==> src/rtl/mem_arb_pkg.sv <==
// Shared types for the memory access arbiter: response owner tags and grant encoding.
package mem_arb_pkg;

  typedef enum logic [1:0] {
    OWN_NONE  = 2'd0,
    OWN_FETCH = 2'd1,
    OWN_LOAD  = 2'd2
  } owner_t;

  localparam logic [1:0] GNT_NONE  = 2'd0;
  localparam logic [1:0] GNT_FETCH = 2'd1;
  localparam logic [1:0] GNT_LOAD  = 2'd2;
  localparam logic [1:0] GNT_STORE = 2'd3;

endpackage

==> src/rtl/arb_streak_counter.sv <==
// Saturating count of back-to-back data grants taken while a fetch was waiting.
module arb_streak_counter #(
  parameter int MAX_DATA_STREAK = 4
) (
  input  logic clk,
  input  logic reset,
  input  logic i_inc,
  input  logic i_clr,
  output logic o_sat
);

  localparam int CNT_W = $clog2(MAX_DATA_STREAK + 1);

  logic [CNT_W-1:0] r_count;

  always_ff @(posedge clk) begin
    // NOTE: sequential state uses non-blocking assignments so every flop samples pre-edge values.
    if (reset) begin
      r_count <= '0;
    end else if (i_clr) begin
      r_count <= '0;
    end else if (i_inc && !o_sat) begin
      r_count <= r_count + CNT_W'(1);
    end
  end

  assign o_sat = (r_count == CNT_W'(MAX_DATA_STREAK));

endmodule

==> src/rtl/mem_access_arbiter.sv <==
// Single-port memory arbiter for fetch, load and store with 1-cycle read response routing.
// Optional performance counters are built when ARB_PERF_CNT_EN is defined.
module mem_access_arbiter
  import mem_arb_pkg::*;
#(
  parameter int DATA_SIZE       = 32,
  parameter int ADRS_SIZE       = 11,
  parameter int MAX_DATA_STREAK = 4
) (
  input  logic                 clk,
  input  logic                 reset,
  input  logic                 fetch_req,
  input  logic [ADRS_SIZE-1:0] fetch_adrs,
  input  logic                 fifo_full,
  input  logic                 branch_flush,
  output logic                 fetch_grant,
  output logic                 fetch_valid,
  output logic [DATA_SIZE-1:0] fetch_data,
  input  logic                 ld_req,
  input  logic [ADRS_SIZE-1:0] ld_adrs,
  output logic                 ld_grant,
  output logic                 ld_valid,
  output logic [DATA_SIZE-1:0] ld_data,
  input  logic                 st_req,
  input  logic [ADRS_SIZE-1:0] st_adrs,
  input  logic [DATA_SIZE-1:0] st_data,
  output logic                 st_grant,
  output logic [ADRS_SIZE-1:0] mem_adrs,
  output logic                 mem_r_en,
  output logic                 mem_w_en,
  output logic [DATA_SIZE-1:0] mem_w_data,
  input  logic                 mem_r_valid,
  input  logic [DATA_SIZE-1:0] mem_data_out
`ifdef ARB_PERF_CNT_EN
  ,
  output logic [31:0]          fetch_stall_cnt,
  output logic [31:0]          data_grant_cnt,
  output logic [31:0]          forced_fetch_cnt
`endif
);

  logic       w_fetch_elig;
  logic       w_sat;
  logic       w_force;
  logic       w_data_gnt;
  logic       w_resp_live;
  logic [1:0] w_gnt;
  owner_t     r_owner;

  assign w_fetch_elig = fetch_req & ~fifo_full & ~branch_flush;
  assign w_force      = w_sat & w_fetch_elig;

  // Store beats load beats fetch, unless a waiting fetch has been starved long enough.
  always_comb begin
    // NOTE: a default assignment up front keeps every path assigned, so no latch is inferred.
    w_gnt = GNT_NONE;
    if (reset)             w_gnt = GNT_NONE;
    else if (w_force)      w_gnt = GNT_FETCH;
    else if (st_req)       w_gnt = GNT_STORE;
    else if (ld_req)       w_gnt = GNT_LOAD;
    else if (w_fetch_elig) w_gnt = GNT_FETCH;
  end

  assign fetch_grant = (w_gnt == GNT_FETCH);
  assign ld_grant    = (w_gnt == GNT_LOAD);
  assign st_grant    = (w_gnt == GNT_STORE);
  assign w_data_gnt  = ld_grant | st_grant;

  always_comb begin
    mem_adrs   = '0;
    mem_w_data = '0;
    mem_r_en   = 1'b0;
    mem_w_en   = 1'b0;
    case (w_gnt)
      GNT_STORE: begin
        mem_adrs   = st_adrs;
        mem_w_data = st_data;
        mem_w_en   = 1'b1;
      end
      GNT_LOAD: begin
        mem_adrs = ld_adrs;
        mem_r_en = 1'b1;
      end
      GNT_FETCH: begin
        mem_adrs = fetch_adrs;
        mem_r_en = 1'b1;
      end
      default: ;
    endcase
  end

  always_ff @(posedge clk) begin
    if (reset) begin
      r_owner <= OWN_NONE;
    end else begin
      case (w_gnt)
        GNT_FETCH: r_owner <= OWN_FETCH;
        GNT_LOAD:  r_owner <= OWN_LOAD;
        default:   r_owner <= OWN_NONE;
      endcase
    end
  end

  // A response arriving during reset, or for a flushed fetch, is dropped here.
  assign w_resp_live = mem_r_valid & ~reset;
  assign fetch_valid = w_resp_live & (r_owner == OWN_FETCH) & ~branch_flush;
  assign ld_valid    = w_resp_live & (r_owner == OWN_LOAD);
  assign fetch_data  = fetch_valid ? mem_data_out : '0;
  assign ld_data     = ld_valid ? mem_data_out : '0;

  arb_streak_counter #(
    .MAX_DATA_STREAK (MAX_DATA_STREAK)
  ) u_streak (
    .clk   (clk),
    .reset (reset),
    .i_inc (w_data_gnt & w_fetch_elig),
    .i_clr (fetch_grant | ~w_fetch_elig),
    .o_sat (w_sat)
  );

`ifdef ARB_PERF_CNT_EN
  logic [31:0] r_fetch_stall_cnt;
  logic [31:0] r_data_grant_cnt;
  logic [31:0] r_forced_fetch_cnt;

  always_ff @(posedge clk) begin
    if (reset) begin
      r_fetch_stall_cnt  <= '0;
      r_data_grant_cnt   <= '0;
      r_forced_fetch_cnt <= '0;
    end else begin
      if (w_fetch_elig && !fetch_grant) r_fetch_stall_cnt  <= r_fetch_stall_cnt + 32'd1;
      if (w_data_gnt)                   r_data_grant_cnt   <= r_data_grant_cnt + 32'd1;
      if (w_force)                      r_forced_fetch_cnt <= r_forced_fetch_cnt + 32'd1;
    end
  end

  assign fetch_stall_cnt  = r_fetch_stall_cnt;
  assign data_grant_cnt   = r_data_grant_cnt;
  assign forced_fetch_cnt = r_forced_fetch_cnt;
`endif

endmodule

==> config.mk <==
export PLATFORM = sky130hd
export DESIGN_NAME = mem_access_arbiter
export DESIGN_NICKNAME = d
export VERILOG_FILES = /design/src/rtl/mem_arb_pkg.sv /design/src/rtl/arb_streak_counter.sv /design/src/rtl/mem_access_arbiter.sv
export SDC_FILE = /design/constraint.sdc
export NUM_CORES = 1
export LEC_CHECK = 0
export ABC_AREA = 0
export CAP_MARGIN = 20
export CORE_AREA = 3 3 84 86
export DETAILED_ROUTE_END_ITERATION = 7
export DIE_AREA = 0 0 87 89
export PLACE_DENSITY = 0.83
export SETUP_SLACK_MARGIN = 0.3
export SLEW_MARGIN = 20
export SYNTH_ARGS = -nofsm -noshare
export SYNTH_HDL_FRONTEND = slang
export SYNTH_SLANG_ARGS = --single-unit
==> constraint.sdc <==
create_clock -name clk -period 3.6 [get_ports clk]
set_input_delay 0.72 -clock clk [delete_from_list [all_inputs] [get_ports clk]]
set_output_delay 0.72 -clock clk [all_outputs]
set_load 0.02 [all_outputs]
## Word level (Yosys, flattened, before mapping)

Index checks and enable logic that the tools add are counted.

| operators by class | value |
|---|---|
| divide/modulo/power cells | 0 |
| bitwise logic cells | 14 |
| shift operators | 0 |
| reduce and logical (&&, ||, !) cells | 4 |
| multiplexer cells | 12 |
| add/sub/neg operators | 1 |
| magnitude comparators | 0 |
| multipliers | 0 |
| eq/ne operators | 6 |

Operators with widths:

| kind | number |
|---|---|
| 32-bit two-way mux | 3 |
| 11-bit one-hot mux with 3 select lines | 1 |
| 1-bit AND | 8 |
| 2-bit two-way mux | 4 |
| 2-bit == test, second input constant | 3 |
| 2-bit by 1-bit == test with 1-bit output, second input constant | 2 |
| 1-bit inverter | 4 |
| 2-bit one-hot mux with 2 select lines | 1 |
| 2-bit OR reduction | 2 |
| 3-bit by 1-bit adder with 3-bit output, second input constant | 1 |
| 3-bit == test, second input constant | 1 |
| 1-bit two-way mux | 3 |
| 1-bit bitwise OR | 2 |
| 1-bit logical AND | 1 |
| 1-bit zero test | 1 |

| word-level totals | value |
|---|---|
| register bits | 5 |
| ROM bits | 0 |
| bits of input ports | 105 |
| logic and storage cells | 39 |
| bits in latches | 0 |
| output and inout bits | 114 |
| memories | 0 |
| bits in writable memories | 0 |

## Depth between registers and ports, before layout

Gate-level depths: netlist of the first run.

| depth | value |
|---|---|
| depth after elaboration | 12 |
| mapped depth | 10 |
| mapped depth without buffers | 9 |

## Cells and area by module

Synthesis of the first run repeated with hierarchy kept, for this count alone.

| second synthesis, totals | value |
|---|---|
| cell total of the unflattened synthesis | 179 |
| area, all modules | 1,514.0 µm² |

By module, submodules not included:

| module | instances | sequential area each (µm²) | area each (µm²) | cells each |
|---|---|---|---|---|
| mem_access_arbiter | 1 | 40.0 | 1,326.3 | 161 |
| arb_streak_counter | 1 | 60.1 | 187.7 | 18 |

## Least setup slack after synthesis of the first run

No wires, ideal clock.

| timing path | value |
|---|---|
| path type | input to output |
| from | in branch_flush |
| to | out mem_adrs[0] |
| data required time | 2.880 ns |
| data arrival time | 2.657 ns |
| stages | 8 |
| setup slack | 0.223 ns |
| buffers on the path | 2 |
| cell sequence | or3b_4 > a21oi_1 > o21ba_2 > ha_1 > clkbuf_1 > clkbuf_1 > a222oi_1 > nor2_1 |

| between the ends | value |
|---|---|
| cells in the longest elaborated chain, start to end | 9 |
| elaborated cells on any way between the ends | 12 |
| classes of those cells | eq/ne: 3; mux: 6; bitwise: 3 |

Ends and longest elaborated chain:

| element | RTL line | source |
|---|---|---|
| start, declared | mem_access_arbiter.sv:15 | `input logic branch_flush,` |
| 1-bit inverter * | mem_access_arbiter.sv:50 | `assign w_fetch_elig = fetch_req & ~fifo_full & ~branch_flush;` |
| 1-bit AND * | mem_access_arbiter.sv:50 |  |
| 1-bit two-way mux | mem_access_arbiter.sv:61 | `else if (w_fetch_elig) w_gnt = GNT_FETCH;` |
| 2-bit two-way mux | mem_access_arbiter.sv:60 | `else if (ld_req) w_gnt = GNT_LOAD;` |
| 2-bit two-way mux | mem_access_arbiter.sv:59 | `else if (st_req) w_gnt = GNT_STORE;` |
| 2-bit two-way mux * | mem_access_arbiter.sv:58 | `else if (w_force) w_gnt = GNT_FETCH;` |
| 2-bit two-way mux * | mem_access_arbiter.sv:57 | `if (reset) w_gnt = GNT_NONE;` |
| 2-bit by 1-bit == test with 1-bit output or 2-bit == test (tied branches) | mem_access_arbiter.sv:74 | `case (w_gnt)` |
| 11-bit one-hot mux with 3 select lines * | mem_access_arbiter.sv:74 |  |
| end, declared | mem_access_arbiter.sv:28 | `output logic [ADRS_SIZE-1:0] mem_adrs,` |

Mark *: on every way between the ends. The rest lies on a longest branch, timed or not.

## Final worst setup path of the first run

| timing path | value |
|---|---|
| from | in reset |
| to | out ld_data[1] |

| between the ends | value |
|---|---|
| cells in the longest elaborated chain, start to end | 4 |

Ends and longest elaborated chain:

| element | RTL line | source |
|---|---|---|
| start, declared | mem_access_arbiter.sv:11 | `input logic reset,` |
| 1-bit inverter | mem_access_arbiter.sv:105 | `assign w_resp_live = mem_r_valid & ~reset;` |
| 1-bit AND | mem_access_arbiter.sv:105 |  |
| 1-bit AND | mem_access_arbiter.sv:107 | `assign ld_valid = w_resp_live & (r_owner == OWN_LOAD);` |
| 32-bit two-way mux | mem_access_arbiter.sv:109 | `assign ld_data = ld_valid ? mem_data_out : '0;` |
| end, declared | mem_access_arbiter.sv:23 | `output logic [DATA_SIZE-1:0] ld_data,` |

Every way passes these cells.

==> results of run 1 <==
placed cells by master, fill, tap and decap left out, types with 2 or more instances in the layout:
cell	count
ha_1	5
dfxtp_1	5
buf_2	28
clkbuf_8	3
clkbuf_2	3
nor2_1	6
nor2_2	9
ha_4	2
and2_1	96
or3_4	2
buf_12	6
nor2b_1	2
dlygate4sd2_1	19
a222oi_1	11
buf_4	13
buf_6	3
inv_1	3
clkdlybuf4s50_1	165
registers in the layout, indices dropped and copies added (netlist names):
name              cells
r_owner               2
u_streak.r_count      3
power groups by stage:
stage               registers [µW]  logic [µW]  clock network, µW
global placement              58.3         287                  0
finish                        57.4         289                105
detailed placement            58.3         290                  0
CTS                           57.4         286                107
floorplan                     58.1        90.7                  0
global route                  57.5         309                112
cell families (layout without fill, tap and decap cells):
kind of cell,after synthesis,in the layout,synth area share (%)
compound gates,17,17,13.02
xor+xnor,1,1,0.7409
fa+ha+maj,8,8,8.466
simple gates,122,122,62.43
buf+inv,18,247,6.032
mux,1,1,0.8466
flops,5,5,8.466
area by class of cell:
| class | instances | area, µm² | area share (%) |
|---|---|---|---|
| repair buffers | 240 | 2288 | 62.81 |
| multi-input cells | 149 | 1102 | 30.25 |
| flip-flops and latches | 5 | 100.1 | 2.747 |
| well taps | 77 | 96.34 | 2.644 |
| clock buffers | 4 | 45.04 | 1.236 |
| inverters | 3 | 11.26 | 0.3091 |
worst register-to-register path: cells and delay by family (launching register included):
family	cells	cell delay (ps)
simple gates	4	1010
fa+ha+maj	2	460
buf+inv	3	360
flops	1	350
compound gates	1	170
routing by layer:
metal  up-vias  GRT usage, %  share of wire [%]
met5         -             0               0.22
met4         2         4.816                1.7
met3        13         5.899                 13
met2       149         32.71                 52
met1       937         16.47                 33
li1       1024             -                  -
final timing paths:
check        slack (ps)                   to
max                 420           ld_data[1]
min                 490  u_streak.r_count[2]
max reg2reg        1170  u_streak.r_count[2]
min reg2reg         490  u_streak.r_count[2]
what timing repair did:
item / CTS / global route
pin swaps: 17 / 8
gates cloned: 2 / 1
resized for setup: 166 / 6
setup buffers: 2 / 1
endpoints found under the hold margin: 0 / 0
endpoints found under the setup margin: 112 / 7
per-stage QoR:
| stage | hold slack, ps | std cells | setup TNS [ps] | utilization (%) | worst slack [ps] |
|---|---|---|---|---|---|
| after floorplan | 462.1 | 172 | 0 | - | 372.8 |
| after global placement | 475.9 | 468 | -11280 | 56.95 | -317.9 |
| after detailed placement | 490.4 | 468 | -14020 | 56.95 | -402.9 |
| after CTS | 495.1 | 476 | 0 | 56.99 | 321.3 |
| after global routing | 526.4 | 478 | 0 | 57.38 | 300.7 |
| final | 493.8 | 478 | 0 | 57.38 | 419.4 |
==> reports/results.tsv, run 1 <==
metric	value	unit
ctsHoldBuffers	0	
p_seq_share	12.7	%
start_util	18.62	%
antenna_cells	0	
critPathTopFamily	buffers and inverters	
crit_start	reset	
period_needed	3181	ps
maxSlewHeadroom	75.23	%
area_growth	208.1	%
path_cells	dlygate4sd2_1 -> buf_4 -> and4bb_2 -> buf_12 -> and2_1 -> clkdlybuf4s50_1	
grt_pass1_wl	10.21	mm
cts_tree	built	
vias	2125	
routed_via_density	4.446	
cts_max_path_buffers	2	
synth-seq-cells	5	
finClkSkew	1.579	ps
synthCells	172	
reg2regPathDepth	10	
drive_gt1_share	19.70	%
drt_iter0_drc	60	
worstSkewPairLatency	220	ps
rows	29	
wire_per_inst	15.32	µm
yosysTopAreaCell	and2_1	
hp-class	flop to flop	
worst-path-buf-inv	4	
switching_share	30.73	%
critPathLaunchType	input pin	
crit_arrival	2460	ps
maxCapViolCount	0	
design.core.area	6350	µm²
fill_cells	595	
numPortBuffers	218	
yosysUniqueCellTypes	24	
vdd_drop_max	0.07724	mV
finalMaxSlewViolations	0	
synthMostInstantiatedCell	and2_1	
ys_warn_count	0	
slowest_stage	clkdlybuf4s50_1	
ant_nets	0	
synth_top_flop_cell	dfxtp_1	
power_frac_clock	23.2	%
nNetsFinal	515	
worstHoldStart	u_streak.r_count[2]	
synth_fp_nets	285	
fmax	314.4	MHz
clkTransAtPathRegs	40	ps
clock-sinks	5	
wl	7.322	mm
htreeDepth	1	
worstSetupEndpointType	primary output	
critPathMaxStageDelay	610	ps
drc	0	
synth.avg_cell_area	6.874	µm²
path_depth	6	
ioPinCount	219	
gp_congestion	0.7464	
p_int	312.0	µW
worstPathRequired	2880	ps
worst_pin_slew	371.6	ps
path_max_fanout	33	
synth.cell_area	1182	µm²
p_leak	0.001582	µW
synth-seq-area-share	8.466	%
die_w	87	µm
placed_cell_area	3616	µm²
grt_pass1_vias	2118	
setup_viol	0	
root_buffer	clkbuf_8	
synth_top_area_share	50.79	%
pwr_density_cell	123.6	nW/µm²
cts_inserted_buffers	3	
rsz0062_at_grt	no	
crit_type	input pin to primary output	
first_pass_iters	6	
reg2reg_from	u_streak.r_count[0]	
dp_hpwl	6.090	mm
die-area	7743	µm²
whs_path_depth	2	
async_reset_ff_share	0	%
p_switching	138.4	µW
grt_max_degree	34	
antenna_found_initial	1	
die_h	89	µm
total_power	450.4	µW
hold_viol	0	
finalCritPeriodShare	88.35	%
grt.overflow.total	0	
fin_area	3643	µm²
ys_top_cells_by_area	and2_1, a222oi_1, dfxtp_1	
grt_use_total	16.72	%
synth_common_cells	and2_1, nor2_1, clkbuf_1	
comb_power_share	64.1	%
synth_edf_count	0	
outcome	completed	
Note: power is estimated with default switching activity, not from simulation.
==> inputs of run 2 (changes only) <==
--- a/config.mk
+++ b/config.mk
@@ -10,6 +10,7 @@
 export CORE_AREA = 3 3 84 86
 export DETAILED_ROUTE_END_ITERATION = 7
 export DIE_AREA = 0 0 87 89
+export GPL_ROUTABILITY_DRIVEN = 0
 export PLACE_DENSITY = 0.83
 export SETUP_SLACK_MARGIN = 0.3
 export SLEW_MARGIN = 20
==> results of run 2 <==
The final DEF is identical to that of run 1; final timing and power are the same.
